File: src/rtl/reg_write_arbiter.sv
// rtl/reg_write_arbiter.sv - round-robin arbitrated shared write register with held response
module reg_write_arbiter #(
    parameter int NREQS = 4,
    parameter int NBITS = 32,
    parameter int IDW   = $clog2(NREQS)
) (
    input  logic                   clk,
    input  logic                   reset,
    input  logic [NREQS-1:0]       req_val,
    output logic [NREQS-1:0]       req_rdy,
    input  logic [NREQS*NBITS-1:0] req_msg,
    output logic [NBITS-1:0]       q,
    output logic                   resp_val,
    input  logic                   resp_rdy,
    output logic [IDW-1:0]         resp_id,
    output logic [NBITS-1:0]       resp_data
);

    typedef enum logic {
        IDLE = 1'b0,
        RESP = 1'b1
    } state_t;

    state_t           state;
    state_t           state_next;
    logic [IDW-1:0]   ptr;
    logic [IDW-1:0]   ptr_next;
    logic             can_acc;
    logic             gnt_found;
    logic [IDW-1:0]   gnt_idx;
    logic [IDW-1:0]   cand_idx;
    int               cand;
    logic             xfer;
    logic [NBITS-1:0] gnt_msg;

    // A new write may only be taken when the response slot is free or is
    // being drained this very cycle; reset blocks every handshake.
    assign can_acc = !reset && ((state == IDLE) || resp_rdy);

    // Round-robin scan starting at ptr; the wrap is done at NREQS so that
    // non-power-of-two requester counts never visit an unused id.
    always_comb begin
        gnt_found = 1'b0;
        gnt_idx   = '0;
        cand      = 0;
        cand_idx  = '0;
        for (int k = 0; k < NREQS; k++) begin
            cand = int'(ptr) + k;
            if (cand >= NREQS) begin
                cand = cand - NREQS;
            end
            cand_idx = IDW'(cand);
            if (!gnt_found && req_val[cand_idx]) begin
                gnt_found = 1'b1;
                gnt_idx   = cand_idx;
            end
        end
    end

    assign xfer = can_acc && gnt_found;

    // One-hot ready for the granted requester only.
    always_comb begin
        req_rdy = '0;
        for (int i = 0; i < NREQS; i++) begin
            req_rdy[i] = xfer && (gnt_idx == IDW'(i));
        end
    end

    // Select the granted requester's write data.
    always_comb begin
        gnt_msg = '0;
        for (int i = 0; i < NREQS; i++) begin
            if (gnt_idx == IDW'(i)) begin
                gnt_msg = req_msg[i*NBITS +: NBITS];
            end
        end
    end

    // Pointer moves to the requester just after the winner, wrapping at NREQS.
    assign ptr_next = (gnt_idx == IDW'(NREQS - 1)) ? '0 : gnt_idx + 1'b1;

    // Response is visible only while a write is pending and not under reset.
    assign resp_val = (state == RESP) && !reset;

    // Next-state logic: a transfer always leaves a pending response; a drained
    // response with no replacement returns to IDLE.
    always_comb begin
        state_next = state;
        case (state)
            IDLE: begin
                if (xfer) begin
                    state_next = RESP;
                end
            end
            RESP: begin
                if (xfer) begin
                    state_next = RESP;
                end else if (resp_rdy) begin
                    state_next = IDLE;
                end
            end
            default: state_next = IDLE;
        endcase
    end

    // State register.
    always_ff @(posedge clk) begin
        if (reset) begin
            state <= IDLE;
        end else begin
            state <= state_next;
        end
    end

    // Shared register, response payload and priority pointer update only on a transfer.
    always_ff @(posedge clk) begin
        if (reset) begin
            q         <= '0;
            resp_data <= '0;
            resp_id   <= '0;
            ptr       <= '0;
        end else if (xfer) begin
            q         <= gnt_msg;
            resp_data <= gnt_msg;
            resp_id   <= gnt_idx;
            ptr       <= ptr_next;
        end
    end

endmodule

File: config.mk
export PLATFORM = sky130hd
export DESIGN_NAME = reg_write_arbiter
export DESIGN_NICKNAME = d
export VERILOG_FILES = /design/src/rtl/reg_write_arbiter.sv
export SDC_FILE = /design/constraint.sdc
export NUM_CORES = 1
export LEC_CHECK = 0
export ABC_CLOCK_PERIOD_IN_PS = 4800
export BUFFER_PORTS_ARGS = -buffer_cell sky130_fd_sc_hd__buf_2
export CAP_MARGIN = 40
export CORE_MARGIN = 4
export CORE_UTILIZATION = 44
export CTS_CLUSTER_DIAMETER = 100
export DETAILED_ROUTE_END_ITERATION = 7
export GPL_ROUTABILITY_DRIVEN = 0
export PLACE_DENSITY_LB_ADDON = 0.12
export SKIP_LAST_GASP = 1
export SLEW_MARGIN = 40
export SYNTH_ARGS = -nofsm -noshare
export SYNTH_HDL_FRONTEND = slang
export SYNTH_SLANG_ARGS = --single-unit
export TNS_END_PERCENT = 1
File: constraint.sdc
create_clock -name clk -period 4.8 [get_ports clk]
set_input_delay 0.48 -clock clk [delete_from_list [all_inputs] [get_ports clk]]
set_output_delay 0.48 -clock clk [all_outputs]
set_load 0.02 [all_outputs]
### Word level (Yosys, flattened, before mapping)

Index checks and enable logic that the tools add are counted.

| storage, ports and cells | value |
|---|---|
| register bits | 37 |
| output and inout bits | 71 |
| word-level logic and storage cells | 69 |

| operators by class | value |
|---|---|
| add/subtract/negate cells | 8 |
| order comparisons | 8 |
| equality and inequality tests | 3 |
| multiplexer cells | 29 |
| bitwise gates (word level) | 1 |
| reductions and logical operators | 16 |

Operator list:

| cell | count |
|---|---|
| 2-to-1 mux 32 bit | 4 |
| 2-to-1 mux 2 bit | 9 |
| less-than comparator 2 x 3 -> 1 bit (second input constant) | 4 |
| 2-to-1 mux 1 bit | 11 |
| logical AND 1 bit | 10 |
| >= comparator 3 bit (second input constant) | 3 |
| binary-select mux 1 bit (select 2 bit) | 4 |
| subtractor 2 x 1 -> 2 bit (second input constant) | 4 |
| adder 2 x 2 -> 3 bit (second input constant) | 2 |
| == test 2 bit (second input constant) | 2 |
| zero test 1 bit | 4 |
| adder 2 x 1 -> 3 bit (second input constant) | 1 |
| >= comparator 2 x 3 -> 1 bit (second input constant) | 1 |
| adder 2 x 1 -> 2 bit (second input constant) | 1 |
| == test 2 x 1 -> 1 bit (second input constant) | 1 |
| zero test 2 bit | 1 |
| one-hot mux 1 bit (2 select lines) | 1 |
| logical OR 1 bit | 1 |
| inverter 1 bit | 1 |

### Depth between registers and ports, before layout

| depth | value |
|---|---|
| word-level depth | 19 |
| mapped depth | 11 |

### Worst setup path before layout

No wires, ideal clock.

| path | value |
|---|---|
| path kind | in2out |
| start | in req_val[3] |
| end | out req_rdy[3] |
| arrival | 1.910 ns |
| slack | 2.410 ns |
| stages | 7 |
| cells stage by stage | a2bb2oi_1 > o221ai_1 > nor2_1 > ha_1 > clkbuf_1 > buf_2 > and2_1 |

| between the ends | value |
|---|---|
| cells in the longest elaborated chain, start to end | 14 |
| elaborated cells between the ends (all ways) | 25 |
| classes of those cells | 1 x eq/ne; 16 x mux; 8 x reduce/logical |

RTL lines:

| what | RTL line | text |
|---|---|---|
| start, declared | 9 | `input logic [NREQS-1:0] req_val,` |
| binary-select mux 1 bit (select 2 bit) | 53 | `if (!gnt_found && req_val[cand_idx]) begin` |
| 2-to-1 mux 1 bit (implied by the code) | 53 |  |
| 2-to-1 mux 1 bit | 53 |  |
| zero test 1 bit | 53 |  |
| logical AND 1 bit | 53 |  |
| 2-to-1 mux 1 bit | 53 |  |
| zero test 1 bit | 53 |  |
| logical AND 1 bit | 53 |  |
| 2-to-1 mux 1 bit | 53 |  |
| zero test 1 bit | 53 |  |
| logical AND 1 bit | 53 |  |
| 2-to-1 mux 2 bit * | 53 |  |
| named net gnt_idx[0] | 30 | `logic [IDW-1:0] gnt_idx;` |
| == test 2 bit * | 66 | `req_rdy[i] = xfer && (gnt_idx == IDW'(i));` |
| logical AND 1 bit * | 66 |  |
| end, declared | 10 | `output logic [NREQS-1:0] req_rdy,` |

Mark *: on every way through the listed nets, which the timed path passes. The rest lies on a longest branch. The select of a mux whose other input is x is not followed.

### Worst setup path in the final report

| path | value |
|---|---|
| start | reg ptr[1] |
| end | out req_rdy[3] |

| between the ends | value |
|---|---|
| cells in the longest elaborated chain, start to end | 16 |
| elaborated cells between the ends (all ways) | 40 |
| classes of those cells | 7 x add/sub; 4 x order compare; 1 x eq/ne; 20 x mux; 8 x reduce/logical |

RTL lines:

| what | RTL line | text |
|---|---|---|
| start, declared | 26 | `logic [IDW-1:0] ptr;` |
| start signal, assigned | 127 | `ptr <= ptr_next;` |
| branches (longest 13 deep; another with adder 2 x 1 -> 3 bit) | -- |  |
| 2-to-1 mux 2 bit * | 53 |  |
| named net gnt_idx[0] | 30 |  |
| == test 2 bit * | 66 |  |
| logical AND 1 bit * | 66 |  |

Mark *: on every way through the listed nets, which the timed path passes. The select of a mux whose other input is x is not followed.

==> key figures <==
Placement
  – PortBufs: just over 200
  – Placed cell count: 554
  – Post-DP HPWL: 6390 um

Clocking
  – Post_cts resized: 0
  – TritonCTS Sinks: 37
  – Worst skew pair latency: 0.29 ns
  – H-Tree Depth: 2
  – CTS tree: done
  – CTS Hold Bufs: 0
  – Clock root buffer: clkbuf_8
  – Total CTS buffers: 5
  – Clk buf depth: 2
  – Post CTS Setup Buffer Count: 0
  – CTS clock-pin slew for the worst setup and hold paths: 0.08 ns

Detailed routing
  – Wire per inst: ~16 um
  – Via Count: just over 3000
  – Routed Antenna Nets: 0
  – Via density: 5.45
  – Final wirelength: between 8000 and 9000 um
  – Drc violations: 0
  – TritonRoute pass-1 iters: 5
  – Initial DRC count: 131

Synth
  – Seq/Total Area, Yosys: between 20% and 30%
  – Synth warnings: 0
  – Fraction of registers with async set/reset: 0%
  – Syn_area_per_cell: between 8 and 9 um2
  – Commonest cells post-synth: 72 x a21oi_1, 37 x dfxtp_1, 34 x inv_1
  – Area leader, netlist: dfxtp_1
  – Syn nets: 472
  – Mapped Area: 2670 um2
  – Post-synth EDFFs: 0
  – Synth Instances: 333
  – Distinct cell type count after synthesis: 32
  – Area share of the largest cell type after synthesis: 27.7%
  – Ys flop type: dfxtp_1
  – Post-synthesis register bit count: 37
  – Top cells by area, synth: dfxtp_1 28%, a21oi_1 13%, a221oi_1 10%
  – Most frequent cell after synthesis: a21oi_1

Setup path
  – Startpoint types: flip-flop
  – Slowest CP cell: ha_2
  – CP max stage delay: 0.65 ns
  – CP Cell Sequence: inv_1, a2bb2oi_1, o221ai_1, nor2_1, ha_2, and2_1, buf_2
  – Crit-path max FO: 28
  – Reg-to-reg slack, setup: 1.95 ns
  – Worst EP required: around 4.3 ns
  – Critical path type: reg -> out
  – Arr. time, crit path: 2.39 ns
  – Crit. End Element: output port

GRT
  – Met2 usage: 39.0%
  – First-pass GRT wire length: 13400 um
  – M3 GR Usage: 5.76%
  – Total grt overflow: 0
  – GR peak layer: met2
  – Total Routing Usage GR: 22.1%
  – Routing usage on met1: 26.8%
  – Vias in the first global route: 2777
  – Initial antenna violation count: 0
  – Largest net degree at the start of global routing: 39

Pwr
  – Int Pwr: 0.846 mW
  – Comb pwr share: 55.6%
  – VDD IR max: 237 uV
  – Static Leak: 1.87 nW
  – Power Dens Cells: 427 nW/um2
  – Sequential Power Share: roughly 28%
  – Switch share: between 40% and 50%
  – Clock Power Share: around 16%
  – Sw power: 0.665 mW

Floorplan
  – Row count: 28
  – Die X: 85.9 um
  – Die area: 7380 um2
  – Core area: 5920 um2
  – Initial core utilization: a little under half
  – Die outline height: ~86 um
  – IO Pins: 206

STA
  – Final hold viol count: 0
  – Slew HR: a little over half
  – Final worst-path cycle share: 59.9%
  – Tightest Pin Transition: 0.703 ns
  – Final setup violation count: 0
  – Slew Limit Fails: 0
  – RSZ-0062 raised after global routing: no
  – Highest clock rate: 348 MHz
  – Clock skew: 0.0112 ns
  – Setup tns final: 0 ns
  – Final Critical Period: 2.87 ns

Final layout
  – Layout cells sized above 1: between 50% and 60%
  – FF/Latch Area: 741 um2
  – N_diodes: 0
  – Non-filler cells in the finished layout: 562
  – Area Overhead vs Synth: 32.6%
  – # fillers: a little under 600
  – NumNets Final: approximately 630
  – Multi-input logic area: 1410 um2

Min path
  – Hold WC Path Type: in -> reg

Outcome
  – Status: finished clean

Flow run
  – MaxCap Viol Count: 0
-- path summary, 6_finish.rpt --
kind / from / to / depth (start not counted)
worst max-delay path: ptr[1] / req_rdy[3] / 7
worst min-delay path: reset / state / 2
worst max register to register: ptr[0] / resp_data[11] / 10
worst min register to register: resp_id[0] / resp_id[0] / 2
-- power by group through the flow --
stage / logic, mW / clock network, mW / registers [mW]
after global placement: 0.837 / 0 / 0.432
after global routing: 0.915 / 0.268 / 0.437
after floorplan: 0.592 / 0 / 0.502
final: 0.841 / 0.243 / 0.427
after CTS: 0.847 / 0.254 / 0.427
after detailed placement: 0.844 / 0 / 0.433
-- kinds of logic after synthesis --
logic type	after synthesis	synth area share [%]
buffers and inverters	100	20.1
adder cells (fa/ha/maj)	4	1.87
flip-flops	37	27.7
AO/OA/AOI/OAI	170	44.9
multiplexers	1	0.375
AND/OR/NAND/NOR	21	4.96
-- layout by cell type, fill, tap and decap left out, types with 2 or more instances in the layout --
cell and instances:
a211o_1 31, a21oi_1 72, a21oi_2 26, a221oi_1 32
and2_1 4, buf_2 205, buf_4 5, clkbuf_8 7
clkinv_2 2, dfxtp_1 37, ha_1 2, ha_2 2
inv_1 34, nand2_1 2, nand3_1 2, nor2_1 3
nor2b_1 3, o21ai_1 3
-- critical path, delay by kind of cell (launching register included) --
family | cells | cell delay [ns]
adder cells (fa/ha/maj) | 1 | 0.65
flip-flops | 1 | 0.42
buffers and inverters | 2 | 0.24
AO/OA/AOI/OAI | 2 | 0.36
AND/OR/NAND/NOR | 2 | 0.44
-- sequential cells by signal (all words and copies together), names as in the netlist --
name / flops
resp_id: 2
state: 1
ptr: 2
resp_data: 32
-- per-stage QoR --
stage / hold slack (ns) / instance area [um2] / power (mW) / util (%) / setup WS, ns
after global placement: 0.457 / 3440 / 1.27 / 58.1 / 1.83
after floorplan: 0.510 / 2670 / 1.09 / - / 2.41
after detailed placement: 0.458 / 3440 / 1.28 / 58.2 / 1.77
after global routing: 0.460 / 3540 / 1.62 / 59.9 / 1.70
final: 0.459 / 3540 / 1.51 / 59.9 / 1.93
after CTS: 0.447 / 3540 / 1.53 / 59.9 / 1.92
-- area by class of cell --
type	instances	share of cell area (%)
multi-input combinational	196	39.7
timing repair buffer	210	30.0
sequential	37	20.9
inverter	36	3.85
clock buffer	7	2.72
tap	75	2.65
clock inverter	1	0.141
-- metal layers --
layer	vias up	wire (um)
met2	148	4420
met1	1416	3530
met4	0	93
li1	1486	-
met3	11	880
met5	-	0
Note: power is estimated with default switching activity, not from simulation.
